### src/rtl/axi_lite_s.sv
`default_nettype none
// ============================================================================
// Module   : axi_lite_s
// Brief    : AXI4-Lite slave register file with byte-strobe writes, SLVERR on
//            out-of-range accesses and a saturating error-response counter.
// Revision : 1.0 - initial release
// ============================================================================
module axi_lite_s #(
  parameter int                      AXI_ADDR_WIDTH      = 32,
  parameter int                      AXI_DATA_WIDTH      = 32,
  parameter int                      REG_NUM             = 16,
  parameter logic [AXI_ADDR_WIDTH-1:0] AXI_SLAVE_ADDR_BASE = 32'h4000_0000
) (
  input  logic                        i_axi_lite_clk,
  input  logic                        i_axi_lite_rstn,
  input  logic [AXI_ADDR_WIDTH-1:0]   i_axi_awaddr,
  input  logic [2:0]                  i_axi_awprot,
  input  logic                        i_axi_awvalid,
  output logic                        o_axi_awready,
  input  logic [AXI_DATA_WIDTH-1:0]   i_axi_wdata,
  input  logic [AXI_DATA_WIDTH/8-1:0] i_axi_wstrb,
  input  logic                        i_axi_wvalid,
  output logic                        o_axi_wready,
  output logic [1:0]                  o_axi_bresp,
  output logic                        o_axi_bvalid,
  input  logic                        i_axi_bready,
  input  logic [AXI_ADDR_WIDTH-1:0]   i_axi_araddr,
  input  logic [2:0]                  i_axi_arprot,
  input  logic                        i_axi_arvalid,
  output logic                        o_axi_arready,
  output logic [AXI_DATA_WIDTH-1:0]   o_axi_rdata,
  output logic [1:0]                  o_axi_rresp,
  output logic                        o_axi_rvalid,
  input  logic                        i_axi_rready,
  output logic [15:0]                 o_err_count
);

  localparam int                        STRB_W = AXI_DATA_WIDTH / 8;
  localparam int                        IDX_W  = (REG_NUM > 1) ? $clog2(REG_NUM) : 1;
  localparam logic [AXI_ADDR_WIDTH-1:0] SPAN   = AXI_ADDR_WIDTH'(4 * REG_NUM);
  localparam logic [1:0]                OKAY   = 2'b00;
  localparam logic [1:0]                SLVERR = 2'b10;

  typedef enum logic [1:0] {
    WR_IDLE    = 2'd0,
    WR_HAVE_AW = 2'd1,
    WR_HAVE_W  = 2'd2,
    WR_RESP    = 2'd3
  } wr_state_t;

  typedef enum logic [0:0] {
    RD_IDLE = 1'b0,
    RD_RESP = 1'b1
  } rd_state_t;

  wr_state_t wr_state, wr_next;
  rd_state_t rd_state, rd_next;

  logic [AXI_DATA_WIDTH-1:0] regs [REG_NUM];
  logic [AXI_ADDR_WIDTH-1:0] aw_addr_q;
  logic [AXI_DATA_WIDTH-1:0] w_data_q;
  logic [STRB_W-1:0]         w_strb_q;

  logic aw_hs, w_hs, ar_hs;
  logic commit, aw_latch, w_latch, b_done;

  logic [AXI_ADDR_WIDTH-1:0] wr_addr, wr_off, rd_off;
  logic [AXI_DATA_WIDTH-1:0] wr_data;
  logic [STRB_W-1:0]         wr_strb;
  logic                      wr_hit, rd_hit;
  logic [IDX_W-1:0]          wr_idx, rd_idx;
  logic                      wr_err, rd_err;
  logic [16:0]               err_sum;

  // Protection bits carry no meaning for this register file.
  logic unused_prot;
  assign unused_prot = ^{i_axi_awprot, i_axi_arprot};

  assign aw_hs = i_axi_awvalid && o_axi_awready;
  assign w_hs  = i_axi_wvalid  && o_axi_wready;
  assign ar_hs = i_axi_arvalid && o_axi_arready;

  // Commit uses the held beat for whichever channel arrived first, live bus otherwise.
  assign wr_addr = (wr_state == WR_HAVE_AW) ? aw_addr_q : i_axi_awaddr;
  assign wr_data = (wr_state == WR_HAVE_W)  ? w_data_q  : i_axi_wdata;
  assign wr_strb = (wr_state == WR_HAVE_W)  ? w_strb_q  : i_axi_wstrb;

  // Offset compare avoids overflow of BASE + span near the top of the map.
  assign wr_off = wr_addr - AXI_SLAVE_ADDR_BASE;
  assign wr_hit = (wr_addr >= AXI_SLAVE_ADDR_BASE) && (wr_off < SPAN);
  assign wr_idx = wr_off[IDX_W+1:2];
  assign rd_off = i_axi_araddr - AXI_SLAVE_ADDR_BASE;
  assign rd_hit = (i_axi_araddr >= AXI_SLAVE_ADDR_BASE) && (rd_off < SPAN);
  assign rd_idx = rd_off[IDX_W+1:2];

  assign wr_err = commit && !wr_hit;
  assign rd_err = ar_hs  && !rd_hit;

  // Write FSM state register.
  always_ff @(posedge i_axi_lite_clk or negedge i_axi_lite_rstn) begin
    if (!i_axi_lite_rstn) wr_state <= WR_IDLE;
    else                  wr_state <= wr_next;
  end

  // Write FSM next state: gather AW and W in either order, commit when both are in.
  always_comb begin
    wr_next  = wr_state;
    commit   = 1'b0;
    aw_latch = 1'b0;
    w_latch  = 1'b0;
    b_done   = 1'b0;
    case (wr_state)
      WR_IDLE: begin
        if (aw_hs && w_hs) begin
          commit  = 1'b1;
          wr_next = WR_RESP;
        end else if (aw_hs) begin
          aw_latch = 1'b1;
          wr_next  = WR_HAVE_AW;
        end else if (w_hs) begin
          w_latch = 1'b1;
          wr_next = WR_HAVE_W;
        end
      end
      WR_HAVE_AW: if (w_hs) begin
        commit  = 1'b1;
        wr_next = WR_RESP;
      end
      WR_HAVE_W: if (aw_hs) begin
        commit  = 1'b1;
        wr_next = WR_RESP;
      end
      WR_RESP: if (o_axi_bvalid && i_axi_bready) begin
        b_done  = 1'b1;
        wr_next = WR_IDLE;
      end
      default: wr_next = WR_IDLE;
    endcase
  end

  // Registered write-channel handshakes, holding registers and response.
  always_ff @(posedge i_axi_lite_clk or negedge i_axi_lite_rstn) begin
    if (!i_axi_lite_rstn) begin
      o_axi_awready <= 1'b0;
      o_axi_wready  <= 1'b0;
      o_axi_bvalid  <= 1'b0;
      o_axi_bresp   <= OKAY;
      aw_addr_q     <= '0;
      w_data_q      <= '0;
      w_strb_q      <= '0;
    end else begin
      o_axi_awready <= (wr_next == WR_IDLE) || (wr_next == WR_HAVE_W);
      o_axi_wready  <= (wr_next == WR_IDLE) || (wr_next == WR_HAVE_AW);
      if (aw_latch) aw_addr_q <= i_axi_awaddr;
      if (w_latch) begin
        w_data_q <= i_axi_wdata;
        w_strb_q <= i_axi_wstrb;
      end
      if (commit) begin
        o_axi_bvalid <= 1'b1;
        o_axi_bresp  <= wr_hit ? OKAY : SLVERR;
      end else if (b_done) begin
        o_axi_bvalid <= 1'b0;
      end
    end
  end

  // Register file: strobed byte update on an in-range commit.
  always_ff @(posedge i_axi_lite_clk or negedge i_axi_lite_rstn) begin
    if (!i_axi_lite_rstn) begin
      for (int r = 0; r < REG_NUM; r++) regs[r] <= '0;
    end else if (commit && wr_hit) begin
      for (int k = 0; k < STRB_W; k++) begin
        if (wr_strb[k]) regs[wr_idx][8*k +: 8] <= wr_data[8*k +: 8];
      end
    end
  end

  // Read FSM state register.
  always_ff @(posedge i_axi_lite_clk or negedge i_axi_lite_rstn) begin
    if (!i_axi_lite_rstn) rd_state <= RD_IDLE;
    else                  rd_state <= rd_next;
  end

  // Read FSM next state: one outstanding read at a time.
  always_comb begin
    rd_next = rd_state;
    case (rd_state)
      RD_IDLE: if (ar_hs) rd_next = RD_RESP;
      RD_RESP: if (o_axi_rvalid && i_axi_rready) rd_next = RD_IDLE;
      default: rd_next = RD_IDLE;
    endcase
  end

  // Registered read channel; the array is sampled before any same-edge write lands.
  always_ff @(posedge i_axi_lite_clk or negedge i_axi_lite_rstn) begin
    if (!i_axi_lite_rstn) begin
      o_axi_arready <= 1'b0;
      o_axi_rvalid  <= 1'b0;
      o_axi_rresp   <= OKAY;
      o_axi_rdata   <= '0;
    end else begin
      o_axi_arready <= (rd_next == RD_IDLE);
      if (ar_hs) begin
        o_axi_rvalid <= 1'b1;
        o_axi_rresp  <= rd_hit ? OKAY : SLVERR;
        o_axi_rdata  <= rd_hit ? regs[rd_idx] : '0;
      end else if (o_axi_rvalid && i_axi_rready) begin
        o_axi_rvalid <= 1'b0;
      end
    end
  end

  assign err_sum = {1'b0, o_err_count} + 17'(wr_err) + 17'(rd_err);

  // Saturating count of SLVERR responses, both channels.
  always_ff @(posedge i_axi_lite_clk or negedge i_axi_lite_rstn) begin
    if (!i_axi_lite_rstn) o_err_count <= '0;
    else                  o_err_count <= err_sum[16] ? 16'hFFFF : err_sum[15:0];
  end

endmodule
`default_nettype wire
### config.mk
export PLATFORM = sky130hd
export DESIGN_NAME = axi_lite_s
export DESIGN_NICKNAME = d
export VERILOG_FILES = /design/src/rtl/axi_lite_s.sv
export SDC_FILE = /design/constraint.sdc
export NUM_CORES = 1
export LEC_CHECK = 0
export ABC_AREA = 1
export ABC_CLOCK_PERIOD_IN_PS = 2700
export CAP_MARGIN = 20
export CORE_MARGIN = 5
export CORE_UTILIZATION = 40
export CTS_CLUSTER_DIAMETER = 40
export DETAILED_ROUTE_END_ITERATION = 6
export PLACE_DENSITY = 0.62
export SYNTH_ARGS = -nofsm -noshare
export SYNTH_HDL_FRONTEND = slang
export SYNTH_SLANG_ARGS = --single-unit
### constraint.sdc
create_clock -name i_axi_lite_clk -period 2.7 [get_ports i_axi_lite_clk]
set_input_delay 0.405 -clock i_axi_lite_clk [delete_from_list [all_inputs] [get_ports i_axi_lite_clk]]
set_output_delay 0.405 -clock i_axi_lite_clk [all_outputs]
set_load 0.005 [all_outputs]
* After elaboration in Yosys (flattened, before gate mapping) *
Index checks and enable logic that the tools add are counted.

cells by class
  eq/ne operators = 5
  bitwise logic cells = 4
  reductions and logical operators = 20
  add/sub/neg operators = 4
  magnitude comparators = 7
  mux-type cells = 54

operators by type and width
  cell                      count
  $mux W512                 7
  $bwmux W512               4
  $demux W32 S4             4
  $mux W32                  6
  $bmux W32 S4              1
  $ge A32 B31 Y1 const B    2
  $lt A32 B7 Y1 const B     2
  $sub A32 B31 Y32 const B  2
  $mux W16                  2
  $mux W24                  1
  $add A16 B1 Y17           1
  $add A17 B1 Y17           1
  $mux W1                   16
  $mux W2                   8
  $logic_and A1 B1 Y1       12
  $ge A5 B5 Y1 const B      2
  $not A4 Y5                2
  $mux W8                   1
  $pmux W2 S4               1
  $eq A2 B2 Y1 const B      3
  $lt A5 B1 Y1 const B      1
  $eq A2 B1 Y1 const B      2
  $logic_not A2 Y1          2
  $mux W4                   1
  other kinds (6)           10

word-level totals
  output and inout port bits = 57
  logic and storage cells = 124
  register bits after elaboration = 640

* Depth between registers and ports, before layout *
Gate-level depths: netlist of the first run.

  word-level depth = 19
  gate-level depth with buffers = 20

* Worst setup path after synthesis of the first run *
OpenSTA, ideal clock, no wires.

  path type = reg2reg
  start = reg wr_state[1]
  end = reg o_err_count[11]
  data arrival time = 2,748 ps
  buffers on the path = 2
  cell stages (with the launch flop) = 19
  period minus slack after synthesis = 2,819 ps
  data required time = 2,629 ps
  setup time = 71 ps
  path slack = -119 ps
  path through = dfrtp_1 > nor2_2 > inv_2 > buf_6 > nand3_1 > o31ai_4 > nand2_1 > nand2_1 > fa_1 > inv_1 > ha_1 > nand2_1 > nor2_1 > nand2_1 > nor2_1 > nand4_1 > nand3b_1 > clkbuf_1 > nand3_1

between the ends
  word-level cells in the longest chain between the ends = 10
  elaborated cells between the ends (all ways) = 14

RTL lines
  element                   line     source
  start: declaration        56       wr_state_t wr_state, wr_next;
  start signal: assignment  102      else wr_state <= wr_next;
  $eq A2 B1 Y1              84, 112
  $mux W32                  84       assign wr_addr = (wr_state == WR_HAVE_AW) ? aw_addr_q : i_axi_awaddr;
  $sub A32 B31 Y32          89       assign wr_off = wr_addr - AXI_SLAVE_ADDR_BASE;
  $lt A32 B7 Y1             90       assign wr_hit = (wr_addr >= AXI_SLAVE_ADDR_BASE) && (wr_off < SPAN);
  $logic_and A1 B1 Y1       90
  $logic_not A1 Y1          96       assign wr_err = commit && !wr_hit;
  $logic_and A1 B1 Y1 *     96
  $add A16 B1 Y17 *         214      assign err_sum = {1'b0, o_err_count} + 17'(wr_err) + 17'(rd_err);
  $add A17 B1 Y17 *         214
  $mux W16 *                219      else o_err_count <= err_sum[16] ? 16'hFFFF : err_sum[15:0];
  end signal: assignment    219
  end: declaration          35       output logic [15:0] o_err_count

Every way passes the cells marked *; elsewhere a longest branch is shown, timed or not.
A chain may end at the register's enable or synchronous reset.

* Worst setup path in the final report of the first run *
  start = reg wr_state[1]
  end = reg o_err_count[5]

The elaborated chain is that of the path after synthesis.

==> results of run 1 <==
==> sequential cells by signal, indices dropped and copies added (netlist names) <==
name / count
aw_addr_q: 30
o_axi_arready: 1
o_axi_awready: 1
o_axi_bresp: 1
o_axi_bvalid: 1
o_axi_rdata: 32
o_axi_rresp: 1
o_axi_rvalid: 1
o_axi_wready: 1
o_err_count: 16
rd_state: 1
regs: 512
w_data_q: 32
w_strb_q: 4
wr_state: 2
==> metrics by stage <==
stage | instances | total power [uW] | hold WS, ps | setup TNS (ps) | setup WS, ps
2_1_floorplan | 4473 | 15200 | 109 | 0 | 7.11
3_3_place_gp | 5601 | 19500 | 421 | -6400 | -425
3_5_place_dp | 5601 | 19600 | 416 | -7280 | -494
4_1_cts | 5804 | 34100 | 279 | 0 | 13.1
5_1_grt | 5807 | 35500 | 318 | -1060 | -129
6_report | 5810 | 34200 | 308 | 0 | 71.6
==> final cells by class <==
cell class,count,area share
Tap cell,1144,0.0340
Antenna cell,3,0.000178
Timing Repair Buffer,368,0.0944
Clock buffer,113,0.0638
Multi-Input combinational cell,2819,0.345
Sequential cell,636,0.378
Clock inverter,84,0.0268
Inverter,643,0.0574
==> worst max-delay path: cells and delay by family, from the launching register on <==
| kind | cells | cell delay, ps |
|---|---|---|
| AND/OR/NAND/NOR | 10 | 1020 |
| adder cells (fa/ha/maj) | 2 | 520 |
| buffers and inverters | 4 | 470 |
| flip-flops | 1 | 400 |
| AO/OA/AOI/OAI | 2 | 150 |
==> worst max path at each step <==
stage,endpoint
2_1_floorplan,o_err_count[11]$_DFF_PN0_
3_3_place_gp,o_err_count[10]$_DFF_PN0_
3_5_place_dp,o_err_count[10]$_DFF_PN0_
4_1_cts,o_err_count[15]$_DFF_PN0_
5_1_grt,o_err_count[15]$_DFF_PN0_
6_report,o_err_count[5]$_DFF_PN0_
==> what timing repair did <==
item                                    4_1_cts  5_1_grt
endpoints found under the setup margin       16       25
endpoints found under the hold margin        36        0
hold buffers                                  1        0
gates cloned                                  1        0
resized for setup                            15       26
pin swaps                                     6       12
buffers inserted                              4        3
==> routing by layer <==
metal	global-route usage	share of wire	up-vias
met3	0.0547	0.090	227
met5	0	0.00045	-
met1	0.344	0.43	14800
li1	-	-	14700
met2	0.394	0.45	1272
met4	0.0773	0.031	8
==> layout by cell type (no fill, tap or decap), types with 3 or more instances in the layout <==
cell               n
bufinv_16         18
clkdlybuf4s50_1  152
clkinv_8           4
inv_2             19
nor4_1             4
clkbuf_8           5
nor2_4             8
a21oi_1          211
clkbuf_1           4
dfrtp_1          636
clkinv_4          14
buf_4            143
nand2_1          858
xor2_1             4
buf_12            64
clkinvlp_4        15
diode_2            3
nand3_1          746
inv_6             18
nor2_1            76
inv_1            623
clkinv_2          11
mux2_2             4
nand2_2           27
nand3_2            5
nor2_2             3
clkbuf_16        104
o21ai_0          322
nand4_1           10
o21ai_1            3
o21bai_1         512
buf_6              4
o21ai_2            6
or2_2              5
==> power by group through the flow <==
| stage | Clock [uW] | Combinational, uW | Sequential (uW) |
|---|---|---|---|
| 6_report | 14400 | 8970 | 10900 |
| 5_1_grt | 15000 | 9520 | 11000 |
| 4_1_cts | 14600 | 8680 | 10900 |
| 3_5_place_dp | 0 | 8570 | 11000 |
| 3_3_place_gp | 0 | 8540 | 11000 |
| 2_1_floorplan | 0 | 4300 | 10900 |
==> kinds of logic (layout without fill, tap and decap cells) <==
logic type / Yosys count / count (layout)
AOI/OAI and AO/OA: 1056 / 1056
xor gates and xnor gates: 4 / 4
adders and majority gates: 2 / 2
buffers and inverters: 1018 / 1208
DFF: 636 / 636
muxes: 4 / 4
other: 1 / 5
and+or+nand+nor: 1751 / 1751
==> flow_summary.ini, run 1 <==
[synth]
synth_top_area_frac = 0.464
synthDistinctLibCells = 34
synth_ff_type = dfrtp_1
synth-adder-area-share = 0.000948
synthTopCellsByCount = 886 x nand2_1, 750 x nand3_1, 636 x dfrtp_1
synth.yosys.seq_area_share = 0.464
synth-edff-count = 0
synthMuxAreaShare = 0.00131
synth_area_um2 = 34300
avgSynthCellArea_um2 = 7.67
yosysMostFrequentCell = nand2_1
yosys.area_share.simple = 0.221
synth.area.top_cells = dfrtp_1 46%, o21bai_1 11%, nand3_1 11%
ys_seq_elements = 636
ys.warnings.count = 0
synth-compound-area-share = 0.192
synth_xor_area_frac = 0.00102
synth_top_family_by_area = simple AND/OR/NAND/NOR gates
synth_top_area_cell = dfrtp_1
synthArstFlopShare = 1.00
netlist_instances = 4472

[layout]
regArea_um2 = 15900
fin_area_um2 = 42100
synthToLayoutAreaGrowth_pct = 22.6
fin_nets = 4687
fin_util = 0.494
fillCellCount = 8198
multi_input_area_um2 = 14500
drive_gt1_frac = 0.106

[worst_setup_path]
cpMaxStageDelayCell = dfrtp_1
required_ps = 3290
reg2reg_setup_slack_ps = 70
r2r_end = o_err_count[5]$_DFF_PN0_
slowest_delay_ps = 400
reg2reg_depth = 18
r2r_start = wr_state[1]$_DFF_PN0_
endpoint_kind = flip-flop
cp_max_fo = 7
cp-startpoint = wr_state[1]$_DFF_PN0_
crit_arrival_ps = 3220
cp-start-kind = flip-flop
crit_chain = nor2_4, inv_2, buf_4, nand3_2, o31ai_4, nand2_2, nand2_4, fa_2, inv_2, ha_4, nand2_4, nor2_4, nand2_2, nor2_1, nand4_1, nand3b_1, buf_6, o21ai_1
criticalPathCategory = reg2reg

[pwr]
power_frac_seq = 0.317
power_density_nw_per_um2 = 814
comb_power_share = 0.262
leakage_uw = 0.0192
p_sw_uw = 12300
internal_power_uw = 21900
clkPwrFrac = 0.421
ir_drop_v = 0.000749
p_sw_frac = 0.359

[clocking]
cts_tree = built
numCtsBuffers = 104
clk_latency_ps = 670
clockRootBuffer = clkbuf_16
clkTransAtPathRegs_ps = 60
clockBufferDepth = 3
clock_sinks = 636
htree_levels = 3

[worst_hold_path]
min_path_type = in2reg
worstHoldStart = i_axi_awaddr[15]
whs_endpoint = aw_addr_q[15]$_DFFE_PN0P_
hold_path_depth = 3

[floorplan]
die_h_um = 303
die_area_um2 = 91700
start_util = 0.403
boundaryPins = 170
fp.dieW_um = 303
coreArea_um2 = 85100
core.rowCount = 107

[global_route]
grt_pass1_wl_um = 179000
grt_overflow = 0
grt_max_degree = 129
grt_pass1_vias = 29900
antenna_found_initial = 7
grt_usage = 0.249

[detailed_routing]
vias = 30900
wire_per_inst_um = 19.9
first_iter_violations = 3185
drc_errors = 0
drt-total-wl_um = 116000
vias_per_cell = 5.33
first_pass_iters = 5
postRouteAntennaNets = 0

[timing]
fin_crit_sh = 0.973
rsz0062_at_grt = true
timing.fmax_mhz = 380
fin_crit_ps = 2630
final-setup-viol-count = 0
slew_headroom = 0.504
maxSlewViolCount = 0
worst_slew_pin_slew_ps = 744
fin_worst_skew_ps = 45.7
hold_violations = 0

[placed_design]
port_buffers = 157
dp_hpwl_um = 67300
place_area_um2 = 38000
place.gp.congestion = 0.844

[job]
cap_violations = 0

[run_status]
outcome = finished, final reports clean
Power figures use the tool's default switching activity.
==> inputs of run 2 (changes only) <==
Settings changed: ABC_CLOCK_PERIOD_IN_PS 2700 to not set, CORE_UTILIZATION 40 to 30, HOLD_SLACK_MARGIN set to 0.15, PLACE_DENSITY 0.62 to 0.5.
==> run 2 against run 1 <==
  * Clock skew fell by 9.2 ps
  * Hold slack got worse by 130 ps
  * Clock power rose by 7%
  * Cell count rose by 7.0%
  * Sequential share of layout area fell by 0.92 points
  * Total power rose by 4.2%
  * Final area rose by 2.5%
  * Largest cell class unchanged
==> flow_summary.ini, run 2 (synthesis gave the netlist of run 1 again) <==
[global_route]
grt_pass1_vias = 30600
antenna_found_initial = 6
grt_pass1_wl_um = 195000
grt_overflow = 0
grt_usage = 0.206
grt_max_degree = 129

[detailed_routing]
first_iter_violations = 2668
dr.max_layer_used = met5
first_pass_iters = 5
drt-total-wl_um = 127000
vias = 31000
m1WireLength_um = 58200
vias_per_cell = 4.99
met2_length_um = 57100
dr_wl_met3_um = 8180
wire_per_inst_um = 20.4
drc_errors = 0
postRouteAntennaNets = 0

[worst_setup_path]
criticalPathCategory = reg2reg
r2r_start = wr_state[0]$_DFF_PN0_
cpMaxStageDelayCell = fa_2
slowest_delay_ps = 400
cpLargestDelayFamily = simple AND/OR/NAND/NOR gates
cp_max_fo = 7
required_ps = 3330
crit_chain = inv_2, buf_4, nand2_1, inv_1, nor3_2, nand2_2, fa_2, inv_2, ha_4, nand2_4, nor2_4, nand2_4, nor2_2, nand4_1, nand3b_1, buf_6, nand3_2
crit_arrival_ps = 3330
cp.depth = 17
cp-start-kind = flip-flop
endpoint_kind = flip-flop
cp-startpoint = wr_state[0]$_DFF_PN0_
crit_buf_inv = 5
reg2reg_depth = 17

[timing]
timing.fmax_mhz = 371
final-setup-viol-count = 0
worst_slack_ps = 6.97
fin_worst_skew_ps = 36.5
fin_crit_ps = 2690
maxSlewViolCount = 0
hold_violations = 0
rsz0062_at_grt = true
slew_headroom = 0.482
worst_slew_pin_slew_ps = 777
fin_crit_sh = 0.997

[clocking]
clk_latency_ps = 710
clock_sinks = 636
clockRootBuffer = clkbuf_16
numCtsBuffers = 119
cts_tree = built
clkTransAtPathRegs_ps = 60
clockBufferDepth = 3
htree_levels = 3

[layout]
fin_nets = 4718
multi_input_area_um2 = 14500
antenna_cells = 0
fillCellCount = 11700
top_register = regs
layout_common_cells = 859 x nand2_1, 745 x nand3_1, 636 x dfrtp_1
fin_util = 0.378
synthToLayoutAreaGrowth_pct = 25.7
regArea_um2 = 15900
largestRegisters = regs x512, o_axi_rdata x32, w_data_q x32
largest_register_ffs = 512
final_common_cell = nand2_1
drive_gt1_frac = 0.111

[placed_design]
dp_hpwl_um = 74000
pre_cts_slack_ps = -462
place.gp.congestion = 0.820
port_buffers = 157

[floorplan]
start_util = 0.301
coreArea_um2 = 114000
boundaryPins = 170
core.rowCount = 124
fp.dieW_um = 348
die_h_um = 348
die_area_um2 = 121000

[pwr]
power_density_nw_per_um2 = 827
p_total_uw = 35700
leakage_uw = 0.0196
ir_drop_v = 0.000596

[run_status]
outcome = finished, final reports clean

[worst_hold_path]
min_path_type = in2async

[job]
cap_violations = 0
## run 2: changes by cell type in the layout (fill, tap and decap cells not counted), moves of 9 or more
cell / previous run / this run
clkbuf_1: 4 / 16
clkbuf_16: 104 / 121
clkbuf_8: 5 / 18
buf_12: 64 / 74
clkinv_2: 11 / 20
inv_6: 18 / 8
## run 2: per-layer routing
| layer | track usage | vias to the layer above |
|---|---|---|
| li1 | - | 14700 |
| met1 | 0.294 | 15100 |
| met2 | 0.322 | 971 |
| met3 | 0.0347 | 206 |
| met4 | 0.0573 | 8 |
| met5 | 0 | - |
## run 2: area by class of cell
| class | count | area share |
|---|---|---|
| timing repair buffer | 384 | 0.0978 |
| multi-input combinational | 2819 | 0.337 |
| clock inverter | 66 | 0.0190 |
| clock buffer | 155 | 0.0774 |
| tap | 1512 | 0.0439 |
| sequential | 636 | 0.369 |
| inverter | 643 | 0.0560 |
## run 2: worst reg2reg max path, delay by kind of cell (launching register included)
family                     cells  cell delay (ps)
adders and majority gates      2              550
DFF                            1              360
buffers and inverters          5              510
and+or+nand+nor               10             1200
## run 2: path summary, 6_finish.rpt
path / slack, ps / endpoint
worst max-delay path: 7 / o_err_count[13]$_DFF_PN0_
worst min-delay path: 180 / regs[276]$_DFFE_PN0P_
worst max register to register: 7 / o_err_count[13]$_DFF_PN0_
worst min register to register: 470 / o_axi_rdata[14]$_DFFE_PN0P_
max in group asynchronous: 1570 / regs[420]$_DFFE_PN0P_
min in group i_axi_lite_clk: 290 / o_axi_rdata[24]$_DFFE_PN0P_
## run 2: metrics by stage
stage / instances / hold slack, ps / cell area, um^2 / TNS (ps)
CTS: 6211 / 161 / 43000 / 0
floorplan: 4473 / 109 / 34300 / 0
finish: 6215 / 181 / 43100 / 0
detailed placement: 5989 / 313 / 38800 / -6810
global route: 6215 / 203 / 43100 / -2400
global placement: 5989 / 312 / 38800 / -6300
## run 2: where the power goes
| group | total (uW) | switching, uW | internal, uW |
|---|---|---|---|
| Clock | 15400 | 5390 | 10000 |
| Sequential | 10900 | 477 | 10400 |
| Combinational | 9360 | 6810 | 2540 |
## run 2: timing repair
item,CTS,global route
pin swaps,0,15
cloned,0,1
endpoints found under the hold margin,469,0
resized for setup,1,40
hold buffers,1,0
setup endpoints to repair,5,16
setup buffers,0,4
